File: src/rtl/image_pipe_pkg.sv
// rtl/image_pipe_pkg.sv - shared image geometry, pixel/coordinate types and scan state
package image_pipe_pkg;

  localparam int IMG_W = 64;
  localparam int IMG_H = 64;
  localparam int AW    = 12;
  localparam int DW    = 13;
  localparam int CW    = 6;

  typedef logic [DW-1:0] pixel_t;
  typedef logic [CW-1:0] coord_t;
  typedef logic [AW-1:0] addr_t;

  typedef enum logic [1:0] {
    IDLE  = 2'd0,
    FETCH = 2'd1,
    DRAIN = 2'd2,
    DONE  = 2'd3
  } scan_state_t;

  // Raster address of pixel (x, y); IMG_W is a power of two so this is {y, x}.
  function automatic addr_t pixel_addr(input coord_t x, input coord_t y);
    return addr_t'(y) * addr_t'(IMG_W) + addr_t'(x);
  endfunction

  // Row below (x, y); the last row clamps onto itself.
  function automatic addr_t bottom_addr(input coord_t x, input coord_t y);
    if (y == coord_t'(IMG_H - 1)) begin
      return pixel_addr(x, y);
    end
    return pixel_addr(x, y + coord_t'(1));
  endfunction

endpackage

File: src/rtl/raster_counter.sv
// rtl/raster_counter.sv - x-first raster counter with wrap, look-ahead and last-pixel flag
module raster_counter
  import image_pipe_pkg::*;
(
  input  logic   clk,
  input  logic   rst,
  input  logic   clear,
  input  logic   en,
  output coord_t x,
  output coord_t y,
  output coord_t next_x,
  output coord_t next_y,
  output logic   last
);

  logic x_wrap;
  logic y_wrap;

  // Look-ahead of the position after one advance, used for address pre-computation.
  always_comb begin
    x_wrap = (x == coord_t'(IMG_W - 1));
    y_wrap = (y == coord_t'(IMG_H - 1));
    last   = x_wrap && y_wrap;
    next_x = x_wrap ? '0 : x + coord_t'(1);
    next_y = y;
    if (x_wrap) begin
      next_y = y_wrap ? '0 : y + coord_t'(1);
    end
  end

  // Position register: cleared on a new frame, advanced on each enabled cycle.
  always_ff @(posedge clk or posedge rst) begin
    if (rst) begin
      x <= '0;
      y <= '0;
    end else if (clear) begin
      x <= '0;
      y <= '0;
    end else if (en) begin
      x <= next_x;
      y <= next_y;
    end
  end

endmodule

File: src/rtl/image_rom_scanner.sv
// rtl/image_rom_scanner.sv - raster scanner of a dual-port image ROM into a vertical pixel-pair stream (option: IMAGE_SCANNER_ZERO_PAD_EN)
module image_rom_scanner
  import image_pipe_pkg::*;
(
  input  logic   clk,
  input  logic   rst,
  input  logic   start,
  output logic   busy,
  output logic   done,
  output addr_t  address1,
  output addr_t  address2,
  input  pixel_t data1,
  input  pixel_t data2,
  output logic   out_valid,
  input  logic   out_ready,
  output pixel_t out_top,
  output pixel_t out_bot,
  output coord_t out_x,
  output coord_t out_y,
  output logic   out_last
);

  scan_state_t state;
  coord_t      cnt_x;
  coord_t      cnt_y;
  coord_t      nxt_x;
  coord_t      nxt_y;
  logic        cnt_last;
  logic        start_ok;
  logic        load;
  pixel_t      bot_pixel;

  // A beat is captured whenever fetching and the output slot is empty or draining.
  always_comb begin
    start_ok = (state == IDLE) && start;
    load     = (state == FETCH) && (!out_valid || out_ready);
  end

  raster_counter u_counter (
    .clk    (clk),
    .rst    (rst),
    .clear  (start_ok),
    .en     (load),
    .x      (cnt_x),
    .y      (cnt_y),
    .next_x (nxt_x),
    .next_y (nxt_y),
    .last   (cnt_last)
  );

  // Bottom pixel of the pair: the last row either duplicates itself or pads with zero.
  always_comb begin
`ifdef IMAGE_SCANNER_ZERO_PAD_EN
    bot_pixel = (cnt_y == coord_t'(IMG_H - 1)) ? '0 : data2;
`else
    bot_pixel = data2;
`endif
  end

  // Frame sequencer with registered busy/done.
  always_ff @(posedge clk or posedge rst) begin
    if (rst) begin
      state <= IDLE;
      busy  <= 1'b0;
      done  <= 1'b0;
    end else begin
      case (state)
        IDLE: begin
          done <= 1'b0;
          if (start) begin
            state <= FETCH;
            busy  <= 1'b1;
          end
        end
        FETCH: begin
          if (load && cnt_last) begin
            state <= DRAIN;
          end
        end
        DRAIN: begin
          if (out_valid && out_ready) begin
            state <= DONE;
            busy  <= 1'b0;
            done  <= 1'b1;
          end
        end
        DONE: begin
          state <= IDLE;
          done  <= 1'b0;
        end
        default: begin
          state <= IDLE;
          busy  <= 1'b0;
          done  <= 1'b0;
        end
      endcase
    end
  end

  // ROM addresses track the pixel the next load will capture.
  always_ff @(posedge clk or posedge rst) begin
    if (rst) begin
      address1 <= '0;
      address2 <= '0;
    end else if (start_ok) begin
      address1 <= pixel_addr('0, '0);
      address2 <= bottom_addr('0, '0);
    end else if (load) begin
      address1 <= pixel_addr(nxt_x, nxt_y);
      address2 <= bottom_addr(nxt_x, nxt_y);
    end
  end

  // Output slot: filled on load, emptied on handshake, frozen while stalled.
  always_ff @(posedge clk or posedge rst) begin
    if (rst) begin
      out_valid <= 1'b0;
      out_top   <= '0;
      out_bot   <= '0;
      out_x     <= '0;
      out_y     <= '0;
      out_last  <= 1'b0;
    end else if (load) begin
      out_valid <= 1'b1;
      out_top   <= data1;
      out_bot   <= bot_pixel;
      out_x     <= cnt_x;
      out_y     <= cnt_y;
      out_last  <= cnt_last;
    end else if (out_ready) begin
      out_valid <= 1'b0;
    end
  end

endmodule

File: config.mk
export PLATFORM = sky130hd
export DESIGN_NAME = image_rom_scanner
export DESIGN_NICKNAME = d
export VERILOG_FILES = /design/src/rtl/image_pipe_pkg.sv /design/src/rtl/raster_counter.sv /design/src/rtl/image_rom_scanner.sv
export SDC_FILE = /design/constraint.sdc
export NUM_CORES = 1
export LEC_CHECK = 0
export BUFFER_PORTS_ARGS = -buffer_cell sky130_fd_sc_hd__buf_2
export CAP_MARGIN = 30
export CORE_MARGIN = 1.5
export CORE_UTILIZATION = 45
export CTS_CLUSTER_DIAMETER = 100
export DETAILED_ROUTE_END_ITERATION = 12
export GPL_TIMING_DRIVEN = 0
export PLACE_DENSITY = 0.72
export RECOVER_POWER = 50
export SETUP_SLACK_MARGIN = 0.15
export SLEW_MARGIN = 25
export SYNTH_ARGS = -nofsm -noshare
export SYNTH_HDL_FRONTEND = slang
export SYNTH_SLANG_ARGS = --single-unit
File: constraint.sdc
create_clock -name clk -period 6.95 [get_ports clk]
set_input_delay 1.0425 -clock clk [delete_from_list [all_inputs] [get_ports clk]]
set_output_delay 1.0425 -clock clk [all_outputs]
set_load 0.02 [all_outputs]
==> Word level (Yosys, flattened, before mapping) <==
Cells that the tools add are included.
{ "word_totals": {"register_bits": 80, "in_bits": 30, "output_inout_bits": 66, "elab_cells": 70} }
{ "classes": {"n_eq_ne": 9, "n_addsub": 5, "n_reduce_logical": 16, "muxes": 27} }
{ "ops": {"columns": ["operator", "count"], "rows": [
  ["2-to-1 mux 12 bit", 6],
  ["2-to-1 mux 6 bit", 7],
  ["adder 12 x 6 -> 12 bit", 2],
  ["adder 6 x 1 -> 6 bit (second input constant)", 3],
  ["== test 6 bit (second input constant)", 3],
  ["2-to-1 mux 1 bit", 8],
  ["case mux 2 bit (4 select lines)", 1],
  ["nonzero test 2 bit", 4],
  ["2-to-1 mux 2 bit", 3],
  ["AND reduction 3 bit", 2],
  ["logical AND 1 bit", 5],
  ["== test 2 bit (second input constant)", 2],
  ["inequality test 2 bit (second input constant)", 2],
  ["case mux 1 bit (2 select lines)", 2],
  ["== test 2 x 1 -> 1 bit (second input constant)", 1],
  ["zero test 2 bit", 1],
  ["inequality test 2 x 1 -> 1 bit (second input constant)", 1],
  ["AND reduction 2 bit", 1],
  ["OR reduction 2 bit", 1],
  ["zero test 1 bit", 1],
  ["logical OR 1 bit", 1]
]} }

==> Longest topological paths before layout <==
{ "logic_depth": {"word_depth": 10, "mapped_depth": 13, "ltp_nobuf": 11} }

==> By module <==
Synthesis repeated with hierarchy kept, for this count alone.
{ "hier_totals": {"cells_unflattened": 387, "area_unflattened_um2": 3485.8} }
{ "modules_own_cells": {"columns": ["module", "cells_each", "instances", "area_per_inst_um2", "seq_area_each_um2"], "rows": [
  ["image_rom_scanner", 289, 1, 2670.1, 1551.5],
  ["raster_counter", 98, 1, 815.8, 300.3]
]} }

==> Worst setup path after synthesis <==
OpenSTA, ideal clock, no wires.
{ "synth_path": {"path_kind": "register -> register", "from": "register, netlist name address1[0]", "to": "register address2[7]", "arrival_ps": 2517, "period_less_slack_ps": 2638, "setup_slack_ps": 4312, "path_stages_with_launch": 14, "setup_time_ps": 121, "path_buffers": 2, "t_required_ps": 6829, "path_cell_list": "dfrtp_1 -> ha_1 -> nand3_4 -> or2_0 -> buf_6 -> nor3_1 -> a21oi_1 -> inv_1 -> ha_1 -> o31ai_1 -> or3_1 -> buf_6 -> mux2i_1 -> o21ai_1"} }
{ "synth_rtl": {"columns": ["item", "line", "text"], "rows": [
  ["end signal, assigned", "image_rom_scanner.sv:107", "address2 <= bottom_addr('0, '0);"],
  ["end signal, assigned", "image_rom_scanner.sv:110", "address2 <= bottom_addr(nxt_x, nxt_y);"],
  ["end, declared", "image_rom_scanner.sv:11", "output addr_t address2,"]
]} }

==> results.toml <==
[outcome]
outcome = "finished, violations left"
violations = "max-capacitance violations, max-slew violations"

[synthesis]
async_flop_share = 1.000
synthMuxAreaShare = 0.01440
yosysWarnings = 0
synth_cell_type_count = 45
post_synth_xor_area_fraction = 0.02668
synth_ff_type = "dfrtp_1"
synth-seq-area-share = 0.5252
syn_area_per_cell_um2 = 8.740
synth_compound_area_frac = 0.07709
synth_simple_gate_area_share = 0.2753
syn_nets = 374
synth_top_family_by_area = "simple AND/OR/NAND/NOR gates"
synth_top_area_frac = 0.5252
ys_seq_elements = 62
ys_top_cells_by_area = "dfrtp_1 (53%), nand2_1 (17%), nor2_1 (2.8%), ha_1 (2.5%), a21oi_1 (2.2%)"
synth_edf_count = 0
synth_area_um2 = 2954
synthAdderAreaFrac = 0.02541
synthCells = 338
yosysTopAreaCell = "dfrtp_1"

[placement]
dp_hpwl_um = 5007
numPortBuffers = 95
gp_congestion = 0.8798

[global_route]
grt_pass1_wl_um = 12010
first_global_vias = 2538
grt_antenna_before_repair = 0
grt_max_degree = 33
grt_overflow = 0
grt_use_total = 0.2127

[clock_tree]
ctsResizeCount = 0
cts_hold_buf = 0
cts_inserted_buffers = 9
cts_setup_buffers = 0
clockBufferDepth = 2
clkLatencyLatePin_ns = 0.33
cts_root_buffer = "clkbuf_8"
cts_tree = "built"
cts.sinks = 62
clkTransAtPathRegs_ns = 0.07
htreeDepth = 3

[timing]
period_share = 0.4486
skew_ns = 0.009729
drv_slew = 32
period_minus_slack_ns = 3.118
whs_ns = 0.4742
fmaxAchievable_ghz = 0.3207
max_slew_margin = -0.1208
final-setup-viol-count = 0
finalSetupTns_ns = 0
rsz0062_at_grt = "false"
hold_viol = 0
worstMarginPinSlew_ns = 1.681

[drt]
vias_per_cell = 5.011
drt_first_pass_iters = 4
wl_um = 7036
dr.first_iter.drc_count = 97
drc = 0
num_vias = 2641
wl_per_cell_um = 13.35
ant_nets = 0

[setup_path]
path_max_fanout = 32
cp-start-kind = "primary input"
cp.arrival_ns = 3.25
critPathKind = "in -> async"
required_ns = 7.09
endpoint_kind = "asynchronous set/reset pin"

[final_layout]
areaGrowthSynthToFinish_pct = 24.10
final_cell_mix = "nand2_1 (132), buf_2 (66), dfrtp_1 (62)"
drive_gt1_frac = 0.2200
n_antenna_cell = 0
layout_commonest_cell = "nand2_1"
fin_nets = 481

[power_and_ir_drop]
power.internal_uw = 849.2
leakage_uw = 0.001911
switching_power_uw = 694.3
peakVddDrop_v = 0.0002282
p_seq_frac = 0.367
clkPwrFrac = 0.184
pwr-share-comb = 0.450
p_sw_frac = 0.4498
powerDensity_nw_per_um2 = 421.0

[floorplan]
rows = 29
io_pins = 96
core_region_area_um2 = 6350
die_width_um = 84.02
dieHeight_um = 84.02
dieArea_um2 = 7059
initial_core_util = 0.4652

[hold_path]
hold_path.class = "reg -> reg"

[run]
maxCapViolations = 1
## cell usage after synthesis (all sizes together), types with 5 or more instances
| library cell | instances |
|---|---|
| dfrtp | 62 |
| nor2 | 22 |
| o21ai | 8 |
| nand2 | 133 |
| inv | 5 |
| nand3 | 11 |
| buf | 14 |
| nor3 | 7 |
| a21oi | 13 |
| xnor2 | 5 |
| clkbuf | 13 |
| ha | 6 |
## per-layer routing
layer	global-route usage	wire [um]	up-vias
li1	-	-	1315
met1	0.2850	3222	1239
met5	0	0	-
met4	0.07899	107	0
met2	0.3345	3358	77
met3	0.05242	347	10
## sequential cells by signal, summed over array words and instances (netlist names), 2 cells and up
name / count
out_bot: 13
out_top: 13
address1: 11
address2: 6
out_x: 6
out_y: 6
state: 2
## area by class of cell
| cell class | count | area [um2] |
|---|---|---|
| flip-flops and latches | 62 | 1551 |
| plain buffers | 27 | 146.4 |
| inverters | 5 | 20.02 |
| clock buffers | 11 | 141.4 |
| clock inverters | 5 | 33.78 |
| well taps | 77 | 96.34 |
| repair buffers | 96 | 439.2 |
| multi-input cells | 244 | 1237 |
| fillers | 610 | 2684 |
## through the flow
step	utilization	cells	cell area [um2]	power [uW]	setup WS [ns]
after CTS	0.5864	527	3724	1573	4.078
after floorplan	-	338	2954	1051	4.312
after global placement	0.5553	510	3526	1262	3.606
after detailed placement	0.5588	511	3548	1287	4.097
final	0.5773	527	3666	1543	3.832
after global routing	0.5773	527	3666	1668	3.321
## final timing paths
check | endpoint | cells past startpoint | slack, ns | startpoint
max | address2[10] | 3 | 3.83 | rst
min | out_top[2] | 2 | 0.47 | out_top[2]
max reg2reg | address2[7] | 13 | 4.07 | address1[7]
min reg2reg | out_top[2] | 2 | 0.47 | out_top[2]
max in group clk | address2[7] | 13 | 4.07 | address1[7]
min in group asynchronous | out_bot[11] | 2 | 1.01 | rst
## cells by family (layout without fill, tap and decap cells)
family                     Yosys count  count (layout)
AOI/OAI and AO/OA                   35              35
and+or+nand+nor                    190             190
muxes                                4               4
buffers and inverters               32             144
DFF                                 62              62
adders and majority gates            6               6
xor gates and xnor gates             9               9
## worst max-delay path, cell delays in order
cell	delay [ns]
buf_2	0.10
clkinvlp_2	0.81
clkbuf_1	1.29
## power groups by stage
stage	clock network, uW	registers [uW]	logic [uW]
floorplan	0	701	349
global placement	0	564	698
detailed placement	0	570	717
CTS	289	564	719
global route	310	584	773
finish	283	566	694
(Power assumes the default switching activity.)
